**src/rtl/phys_free_list.sv**
```systemverilog
// Circular free list of physical register indices for rename. The speculative
// head serves allocation; the committed head lets a flush restore it in one cycle.
module phys_free_list #(
    parameter int unsigned  NUM_PHYS        = 64,
    parameter int unsigned  NUM_ARCH        = 32,
    parameter bit           ASSERT_OVERFLOW = 1'b1,
    localparam int unsigned DEPTH           = NUM_PHYS - NUM_ARCH,
    localparam int unsigned PW              = $clog2(NUM_PHYS),
    localparam int unsigned AW              = $clog2(DEPTH),
    localparam int unsigned CW              = AW + 1
) (
    input  logic          clk,
    input  logic          rst,
    input  logic          dequeue,
    output logic [PW-1:0] deq_pd,
    output logic          empty,
    input  logic          enqueue,
    input  logic [PW-1:0] enq_pd,
    input  logic          commit_alloc,
    input  logic          flush,
    output logic [CW-1:0] count
);

    logic [PW-1:0] mem [DEPTH];
    logic [CW-1:0] spec_head;
    logic [CW-1:0] cmt_head;
    logic [CW-1:0] tail;
    logic [CW-1:0] spec_next;
    logic [CW-1:0] cmt_next;
    logic          full;
    logic          do_deq;
    logic          enq_ok;
    logic          do_enq;
    logic          overflow_drop;

    // Pointers carry an extra wrap bit so full and empty are distinguishable.
    always_comb begin
        count         = tail - spec_head;
        empty         = (count == '0);
        full          = (tail[AW-1:0] == spec_head[AW-1:0]) && (tail[AW] != spec_head[AW]);
        deq_pd        = mem[spec_head[AW-1:0]];
        do_deq        = dequeue && !empty && !flush;
        enq_ok        = enqueue && (enq_pd != '0);
        do_enq        = enq_ok && !full;
        overflow_drop = enq_ok && full;
        cmt_next      = cmt_head + CW'(commit_alloc);
        // Flush recovery uses the committed head including this cycle's commit.
        spec_next     = flush ? cmt_next : (spec_head + CW'(do_deq));
    end

    always_ff @(posedge clk) begin
        if (rst) begin
            for (int unsigned i = 0; i < DEPTH; i++) begin
                mem[AW'(i)] <= PW'(NUM_ARCH + i);
            end
            spec_head <= '0;
            cmt_head  <= '0;
            tail      <= CW'(DEPTH);
        end else begin
            if (do_enq) begin
                mem[tail[AW-1:0]] <= enq_pd;
                tail              <= tail + CW'(1);
            end
            spec_head <= spec_next;
            cmt_head  <= cmt_next;
        end
    end

    if (ASSERT_OVERFLOW) begin : g_ovf_chk
        a_no_overflow: assert property (@(posedge clk) disable iff (rst) !overflow_drop);
    end

    a_cmt_not_past_spec: assert property (@(posedge clk) disable iff (rst)
        !(commit_alloc && (cmt_head == spec_head) && !do_deq));

endmodule
```
**config.mk**
```make
export PLATFORM = sky130hd
export DESIGN_NAME = phys_free_list
export DESIGN_NICKNAME = d
export VERILOG_FILES = /design/src/rtl/phys_free_list.sv
export SDC_FILE = /design/constraint.sdc
export NUM_CORES = 1
export LEC_CHECK = 0
export BUFFER_PORTS_ARGS = -buffer_cell sky130_fd_sc_hd__clkbuf_2
export CORE_MARGIN = 2
export CORE_UTILIZATION = 25
export CTS_BUF_LIST = sky130_fd_sc_hd__clkbuf_16
export CTS_CLUSTER_DIAMETER = 150
export DETAILED_ROUTE_END_ITERATION = 10
export GPL_TIMING_DRIVEN = 0
export PLACE_DENSITY = 0.46
export RECOVER_POWER = 25
export SYNTH_ARGS = -nofsm -noshare
export SYNTH_HDL_FRONTEND = slang
export SYNTH_SLANG_ARGS = --single-unit
```
**constraint.sdc**
```tcl
create_clock -name clk -period 3.2 [get_ports clk]
set_clock_uncertainty 0.15 [all_clocks]
set_input_delay 0.48 -clock clk [delete_from_list [all_inputs] [get_ports clk]]
set_output_delay 0.48 -clock clk [all_outputs]
set_load 0.05 [all_outputs]
```
==> flow_metrics.env, run 1 <==
export IMPL_startpoint_type="flop"
export IMPL_fin_util_pct=31.1
export IMPL_dpl_worst_slack_ps=-1250
export IMPL_fin_cells=1367
export IMPL_synthCells=769
export IMPL_power_frac_comb_pct=16.4
export IMPL_yosys_area_top_type="edfxtp_1"
export IMPL_cts_num_sinks=210
export IMPL_grt_total_usage_pct=15.6
export IMPL_synthFlopType="edfxtp_1"
export IMPL_wl_per_cell_um=23.1
export IMPL_synth_edf_count=192
export IMPL_slew_viol_final=0
export IMPL_cts_max_level=1
export IMPL_yosysWarnings=0
export IMPL_syn_to_final_growth_pct=23.3
export IMPL_syn_nets=795
export IMPL_nNetsFinal=859
export IMPL_io_pins=25
export IMPL_cts_buffers_inserted=24
export IMPL_arrival_ps=2610
export IMPL_crit_fanout=4
export IMPL_synth_avg_cell_area_um2=12.7
export IMPL_ctsRootBufferMaster="clkbuf_16"
export IMPL_die_y_um=201
export IMPL_ant_nets=0
export IMPL_synth_seq_cells=210
export IMPL_synth_top_area_share_pct=59.2
export IMPL_synth_area_um2=9740
export IMPL_routed_via_density=4.88
export IMPL_fin_crit_sh_pct=101
export IMPL_max_freq_mhz=309
export IMPL_layout_min_cycle_time_ps=3240
export IMPL_failed_checks="setup timing"
export IMPL_layout_setup_ws_ps=-37.8
export IMPL_cts_buffer_depth=3
export IMPL_drc=0
export IMPL_power_density_nw_per_um2=571
export IMPL_dieArea_um2=40500
export IMPL_antenna_cells=0
export IMPL_path_class="reg -> out"
export IMPL_finalHoldViolCount=0
export IMPL_pwr_share_seq_pct=44.9
export IMPL_hold_path_class="in -> reg"
export IMPL_rows=72
export IMPL_start_util_pct=25.3
export IMPL_synth_distinct_cells=48
export IMPL_fillers=3962
export IMPL_p_leak_nw=3.52
export IMPL_status="complete, but fails checks"
export IMPL_dp_cells=1309
export IMPL_overflow=0
export IMPL_cts_tree="yes"
export IMPL_tightest_slew_ps=1210
export IMPL_wl_mm=31.6
export IMPL_async_flop_share_pct=0
export IMPL_rsz0062_at_grt="yes"
export IMPL_required_ps=2570
export IMPL_clk_latency_ps=520
export IMPL_dp_hpwl_mm=21.5
export IMPL_grt_max_degree=13
export IMPL_gp_congestion=0.829
export IMPL_portBuffers=19
export IMPL_antenna_found_initial=0
export IMPL_grt_pass1_wl_mm=45.8
export IMPL_power_frac_clock_pct=38.6
export IMPL_clk_pin_slew_ps=50
export IMPL_firstDrtPassIters=4
export IMPL_switchingPower_mw=1.85
export IMPL_peakVddDrop_uv=323
export IMPL_endpoint_kind="output port"
export IMPL_drive_above_1_share_pct=25.4
export IMPL_swShare_pct=27.0
export IMPL_synth_seq_area_share_pct=62.9
export IMPL_intPower_mw=5.01
export IMPL_setup_violations=1
export IMPL_coreArea_um2=38600
export IMPL_max_cap_violations=0
export IMPL_tns_ps=-37.8
export IMPL_vias=6668
export IMPL_die_w_um=201
export IMPL_grt_pass1_vias=6619
export IMPL_slew_headroom_pct=19.1
export IMPL_ys_top_cells_by_area="edfxtp_1 (59%), mux4_2 (8.8%), nor2_1 (5.0%)"
export IMPL_postCtsHoldBufs=0
export IMPL_drt_iter0_drc=721
worst paths after layout:
kind | from | endpoint | slack, ps | depth (start not counted)
setup / recovery | spec_head[1]$_SDFF_PP0_ | deq_pd[4] | -40 | 8
hold / removal | commit_alloc | cmt_head[0]$_SDFF_PP0_ | 190 | 3
setup reg to reg | spec_head[3]$_SDFF_PP0_ | mem[27][1]$_SDFFCE_PN1P_ | 0 | 7
hold reg to reg | cmt_head[5]$_SDFF_PP0_ | cmt_head[5]$_SDFF_PP0_ | 390 | 2
through the flow:
step                power (mW)  hold WS, ps  instance area, um^2
finish                    6.86          187                12000
floorplan                 3.78          323                 9830
detailed placement        4.09          358                10600
global placement          4.09          342                10600
CTS                       6.86          183                11900
global route              7.08          235                12000
critical path, stage by stage (launching register included):
cell and delay, ps:
dfxtp_4 370, buf_12 120, buf_4 110, buf_8 100, mux4_2 490, mux4_2 530
nor2_4 160, a21oi_4 60, buf_8 160
logic make-up after synthesis:
kind of cell	synth area share [%]
compound gates	6.01
simple gates	13.5
buf+inv	3.01
mux	11.3
xor+xnor	1.44
flops	62.9
fa+ha+maj	1.88
sequential cells by signal (all words and copies together), names as in the netlist:
name       cells
tail           6
spec_head      6
cmt_head       6
mem          192
synthesized netlist by cell type (3+ instances only):
library cell  count
buf_2            24
and4_4            3
nor2_1          131
nand2_1         130
nand2_2           4
a22o_1            5
clkbuf_1         24
a22oi_1           6
o21ai_0          31
nand4_1           5
xnor2_1           7
nand3_1          10
inv_1            10
ha_1             13
mux4_2           38
o221ai_1         11
buf_4             3
and3_1            4
buf_1             6
mux2i_1          24
nand2b_1          3
a211oi_1          9
a21oi_1          18
xor2_1            9
dfxtp_1          18
and2_1            4
edfxtp_1        192
routing by layer:
layer / wire length, um / track usage, % / up-vias / share of wire, %
li1: - / - / 2942 / -
met1: 13800 / 21.7 / 3392 / 43
met2: 14800 / 24.7 / 279 / 47
met3: 2130 / 2.40 / 55 / 6.7
met4: 981 / 5.41 / 0 / 3.1
met5: 0 / 0 / - / 0
layout make-up:
type / instances / area (um^2) / area share, %
inverters: 10 / 45.0 / 0.375
clock buffers: 25 / 626 / 5.21
plain buffers: 55 / 398 / 3.31
repair buffers: 40 / 324 / 2.70
well taps: 518 / 648 / 5.40
clock inverters: 17 / 118 / 0.979
flip-flops and latches: 210 / 6140 / 51.1
multi-input cells: 492 / 3710 / 30.9
power groups by stage:
stage / registers [mW] / logic (mW) / clock network (mW)
after global placement: 3.13 / 0.952 / 0
final: 3.08 / 1.13 / 2.65
after global routing: 3.09 / 1.20 / 2.79
after CTS: 3.08 / 1.10 / 2.67
after floorplan: 3.12 / 0.662 / 0
after detailed placement: 3.13 / 0.952 / 0
repair_timing:
action,4_1_cts,5_1_grt
cloned,1,0
setup endpoints to repair,403,55
setup buffers,15,4
resized for setup,135,37
pin swaps,10,12
layout by cell type, fill, tap and decap left out, types with 5 or more instances in the layout:
cell         n
edfxtp_1   192
nand2_1    134
nor2_1     126
mux4_2      38
clkbuf_16   25
mux2i_1     24
o21ai_2     22
buf_4       19
clkbuf_1    18
clkbuf_2    16
inv_1       15
dfxtp_1     13
buf_2       12
o21ai_1      9
a21oi_2      8
nand3_1      8
ha_1         8
xor2_1       7
buf_12       7
clkbuf_8     7
o221ai_1     7
a21oi_1      7
a22oi_1      6
buf_1        6
xnor2_1      6
clkinv_1     6
nand4_1      5
No activity file was read; power rests on OpenSTA's default activity.
==> run 2, diff against run 1 <==
- GPL_TIMING_DRIVEN: 0 -> default
==> flow_metrics.env, run 2 (synthesis results as in run 1) <==
export IMPL_startpoint_type="flop"
export IMPL_setup_violations=0
export IMPL_drc=0
export IMPL_syn_to_final_growth_pct=24.7
export IMPL_finalHoldViolCount=0
export IMPL_min_delay_start="flush"
export IMPL_drt_iter0_drc=614
export IMPL_startpoint="spec_head[1]$_SDFF_PP0_"
export IMPL_final_cell_mix="edfxtp_1 (192), nand2_1 (130), nor2_1 (128)"
export IMPL_final_common_cell="edfxtp_1"
export IMPL_cts_buffer_depth=3
export IMPL_required_ps=2570
export IMPL_antenna_cells=0
export IMPL_portBuffers=24
export IMPL_slowest_stage="dfxtp_4"
export IMPL_postCtsHoldBufs=0
export IMPL_path_class="reg -> out"
export IMPL_cpLargestDelayFamily="buffers and inverters"
export IMPL_routed_via_density=4.75
export IMPL_status="completed"
export IMPL_endpoint_kind="output port"
export IMPL_p_leak_nw=3.71
export IMPL_arrival_ps=2540
export IMPL_reg2reg_from="spec_head[1]$_SDFF_PP0_"
export IMPL_gp_congestion=0.798
export IMPL_largest_reg_flops=192
export IMPL_clk_pin_slew_ps=50
export IMPL_grt_pass1_wl_mm=45.0
export IMPL_crit_top_cell="buf_4"
export IMPL_fin_util_pct=31.5
export IMPL_layout_min_cycle_time_ps=3170
export IMPL_coreArea_um2=38600
export IMPL_dieArea_um2=40500
export IMPL_ant_nets=0
export IMPL_worst_path_buf_inv=5
export IMPL_overflow=0
export IMPL_path_cells="buf_4, bufbuf_16, nor2_1, buf_4, a22o_1, a211oi_2, buf_4, a21oi_1, buf_12"
export IMPL_start_util_pct=25.3
export IMPL_firstDrtPassIters=4
export IMPL_io_pins=25
export IMPL_fin_hold_ws_ps=166
export IMPL_grt_max_degree=23
export IMPL_power_density_nw_per_um2=567
export IMPL_wl_mm=31.0
export IMPL_cts_buffers_inserted=26
export IMPL_drive_above_1_share_pct=24.7
export IMPL_peakVddDrop_uv=430
export IMPL_cts_num_sinks=210
export IMPL_grt_pass1_vias=6701
export IMPL_cts_tree="yes"
export IMPL_wl_per_cell_um=22.3
export IMPL_hold_path_class="in -> reg"
export IMPL_tightest_slew_ps=1100
export IMPL_grt_total_usage_pct=15.2
export IMPL_slew_viol_final=0
export IMPL_antenna_found_initial=1
export IMPL_rows=72
export IMPL_ctsRootBufferMaster="clkbuf_16"
export IMPL_tns_ps=0
export IMPL_die_y_um=201
export IMPL_max_cap_violations=0
export IMPL_fin_crit_sh_pct=99.2
export IMPL_cp_slowest_stage_delay_ps=350
export IMPL_slew_headroom_pct=26.0
export IMPL_placed_area_um2=11000
export IMPL_clk_latency_ps=530
export IMPL_nNetsFinal=879
export IMPL_cts_max_level=1
export IMPL_max_freq_mhz=315
export IMPL_final_cell_area_um2=12100
export IMPL_vias=6613
export IMPL_rsz0062_at_grt="yes"
export IMPL_fin_total_pwr_mw=6.89
export IMPL_dp_hpwl_mm=20.5
export IMPL_largest_register="mem"
export IMPL_crit_fanout=10
export IMPL_die_w_um=201
[run 2: cell type report]
class                      count  area [um^2]
timing repair buffer         113         1090
clock buffer                  26          651
inverter                      10         37.5
tap                          518          648
sequential                   210         6140
multi-input combinational    492         3470
fill                        3958        26400
clock inverter                22          105
[run 2: per-layer routing]
metal	up-vias	global-route usage (%)	part of all wire [%]
li1	2981	-	-
met1	3354	21.4	45
met2	230	24.2	46
met3	46	2.24	5.9
met4	2	4.81	2.8
met5	-	0	0.052
[run 2: through the flow]
| step | worst slack [ps] | cells |
|---|---|---|
| 6_report | 26.5 | 1391 |
| 3_5_place_dp | 226 | 1319 |
| 4_1_cts | -60.0 | 1382 |
| 3_3_place_gp | 289 | 1319 |
| 5_1_grt | -40.9 | 1391 |
| 2_1_floorplan | 60.7 | 769 |
[run 2: worst register-to-register path, stage by stage (launching register included)]
cell,delay (ps)
dfxtp_4,360
inv_1,60
ha_1,310
and3_1,180
nand4_1,190
nand4_1,180
buf_12,200
buf_4,190
nor2_1,740
nand2_1,140
[run 2: worst paths after layout]
kind	endpoint	slack, ps	cells past startpoint
max reg2reg	mem[18][1]$_SDFFCE_PN1P_	220	9
max	deq_pd[3]	30	9
min reg2reg	cmt_head[5]$_SDFF_PP0_	360	2
min	spec_head[2]$_SDFF_PP0_	170	2
[run 2: timing repair]
item / CTS / global route
gates cloned: 4 / 0
resized for setup: 27 / 4
buffers inserted: 11 / 9
pin swaps: 7 / 4
setup endpoints to repair: 7 / 7
endpoints found under the hold margin: 0 / 0
[run 2: report_power, final]
group          internal, mW  switching [mW]
Sequential             3.05          0.0244
Clock                  1.47            1.13
Combinational         0.513           0.707
==> run 3, diff against run 2 <==
- CORE_UTILIZATION: 25 -> 45
- PLACE_DENSITY: 0.46 -> 0.69
==> flow_metrics.env, run 3 (synthesis results as in run 1) <==
export IMPL_wl_per_cell_um=22.8
export IMPL_setup_violations=0
export IMPL_antenna_cells=0
export IMPL_ff_latch_area_um2=6140
export IMPL_drt_iter0_drc=711
export IMPL_startpoint_type="flop"
export IMPL_wl_mm=25.2
export IMPL_power_density_nw_per_um2=573
export IMPL_crit_fanout=15
export IMPL_slew_viol_final=0
export IMPL_io_pins=25
export IMPL_fin_total_pwr_mw=6.55
export IMPL_vias=6537
export IMPL_multi_input_area_um2=3460
export IMPL_fin_cells=1103
export IMPL_die_y_um=151
export IMPL_syn_to_final_growth_pct=17.5
export IMPL_rows=53
export IMPL_fin_crit_sh_pct=98.3
export IMPL_slew_headroom_pct=21.9
export IMPL_final_common_cell="edfxtp_1"
export IMPL_path_class="reg -> out"
export IMPL_tightest_slew_ps=1160
export IMPL_ant_nets=0
export IMPL_max_cap_violations=0
export IMPL_hold_path_class="in -> reg"
export IMPL_drc=0
export IMPL_r2r_setup_slack_ps=180
export IMPL_status="completed"
export IMPL_swShare_pct=25.8
export IMPL_final_cell_mix="edfxtp_1 (192), nor2_1 (130), nand2_1 (130)"
export IMPL_largest_reg_flops=192
export IMPL_cts_buffer_depth=3
export IMPL_cp_endpoint="deq_pd[1]"
export IMPL_cts_tree="yes"
export IMPL_layout_min_cycle_time_ps=3150
export IMPL_tns_ps=0
export IMPL_start_util_pct=46.0
export IMPL_startpoint="spec_head[0]$_SDFF_PP0_"
export IMPL_peakVddDrop_uv=362
export IMPL_drive_above_1_share_pct=21.1
export IMPL_reg2reg_from="tail[0]$_SDFFE_PP0P_"
export IMPL_overflow=0
export IMPL_portBuffers=24
export IMPL_reg2reg_to="spec_head[5]$_SDFF_PP0_"
export IMPL_required_ps=2570
export IMPL_rsz0062_at_grt="no"
export IMPL_grt_max_degree=29
export IMPL_endpoint_kind="output port"
export IMPL_pwr_share_seq_pct=47.0
export IMPL_grt_pass1_vias=6497
export IMPL_cts_max_level=1
export IMPL_grt_pass1_wl_mm=38.3
export IMPL_ctsRootBufferMaster="clkbuf_16"
export IMPL_worstHoldPathCells=2
export IMPL_largest_register="mem"
export IMPL_antenna_found_initial=0
export IMPL_clk_pin_slew_ps=60
export IMPL_switchingPower_mw=1.69
export IMPL_fillers=1724
export IMPL_firstDrtPassIters=5
export IMPL_dieArea_um2=22800
export IMPL_max_freq_mhz=318
export IMPL_finalHoldViolCount=0
export IMPL_fin_hold_ws_ps=199
export IMPL_layout_setup_ws_ps=54.8
export IMPL_dpl_worst_slack_ps=210
export IMPL_cts_buffers_inserted=22
export IMPL_grt_total_usage_pct=22.8
export IMPL_routed_via_density=5.93
export IMPL_arrival_ps=2520
export IMPL_cts_num_sinks=210
export IMPL_r2r_cells=17
export IMPL_coreArea_um2=21200
export IMPL_nNetsFinal=840
export IMPL_dp_cells=1053
export IMPL_p_leak_nw=3.48
export IMPL_gp_congestion=0.873
export IMPL_clk_latency_ps=500
export IMPL_intPower_mw=4.86
export IMPL_die_w_um=151
export IMPL_power_frac_comb_pct=16.4
export IMPL_dp_hpwl_mm=17.0
export IMPL_power_frac_clock_pct=36.6
## run 3: cell types whose count changed in the layout (fill, tap and decap cells not counted), sizes merged
cell,before,now
bufbuf,4,1
inv,17,15
bufinv,0,1
clkinvlp,2,1
buf,84,57
clkbuf,51,43
clkinv,13,8
## run 3: power groups by stage
stage	clock network [mW]	registers (mW)	logic, mW
2_1_floorplan	0	3.12	0.662
3_3_place_gp	0	3.13	0.986
3_5_place_dp	0	3.13	0.994
4_1_cts	2.42	3.07	1.06
5_1_grt	2.53	3.08	1.14
6_report	2.40	3.08	1.08
## run 3: critical path: stages (launching register included)
cell       delay (ps)
dfxtp_4           380
buf_4             150
bufbuf_16         320
mux4_2            500
a211oi_1          300
a21oi_1           160
buf_12            180
## run 3: how the worst min path moves through the flow
| stage | from | to | slack [ps] |
|---|---|---|---|
| floorplan | cmt_head[5]$_SDFF_PP0_ | cmt_head[5]$_SDFF_PP0_ | 320 |
| global placement | cmt_head[5]$_SDFF_PP0_ | cmt_head[5]$_SDFF_PP0_ | 350 |
| detailed placement | tail[5]$_SDFFE_PP1P_ | tail[5]$_SDFFE_PP1P_ | 370 |
| CTS | flush | spec_head[4]$_SDFF_PP0_ | 170 |
| global route | commit_alloc | cmt_head[0]$_SDFF_PP0_ | 230 |
| finish | flush | spec_head[4]$_SDFF_PP0_ | 200 |
## run 3: per-layer routing
| metal | track usage, % | wire length (um) | up-vias |
|---|---|---|---|
| li1 | - | - | 2895 |
| met1 | 31.4 | 9810 | 3275 |
| met2 | 37.3 | 12200 | 324 |
| met3 | 3.40 | 2440 | 43 |
| met4 | 7.76 | 776 | 0 |
| met5 | 0 | 0 | - |
## run 3: final cells by class
class,count,share of cell area [%]
inverters,10,0.350
clock inverters,15,0.820
clock buffers,23,5.03
repair buffers,78,6.91
well taps,275,3.01
multi-input cells,492,30.2
flip-flops and latches,210,53.7
## run 3: per-stage QoR
step                area, um^2  util [%]
global route             11400      54.1
floorplan                 9830         -
finish                   11400      54.1
global placement         10600      49.9
detailed placement       10600      49.9
CTS                      11400      53.7
## run 3: repair_timing
item                                    4_1_cts  5_1_grt
setup buffers                                 6        4
hold buffers                                  0        0
cloned                                        1        1
pin swaps                                     7        6
endpoints found under the setup margin        7        7
gates resized for setup                      15       10
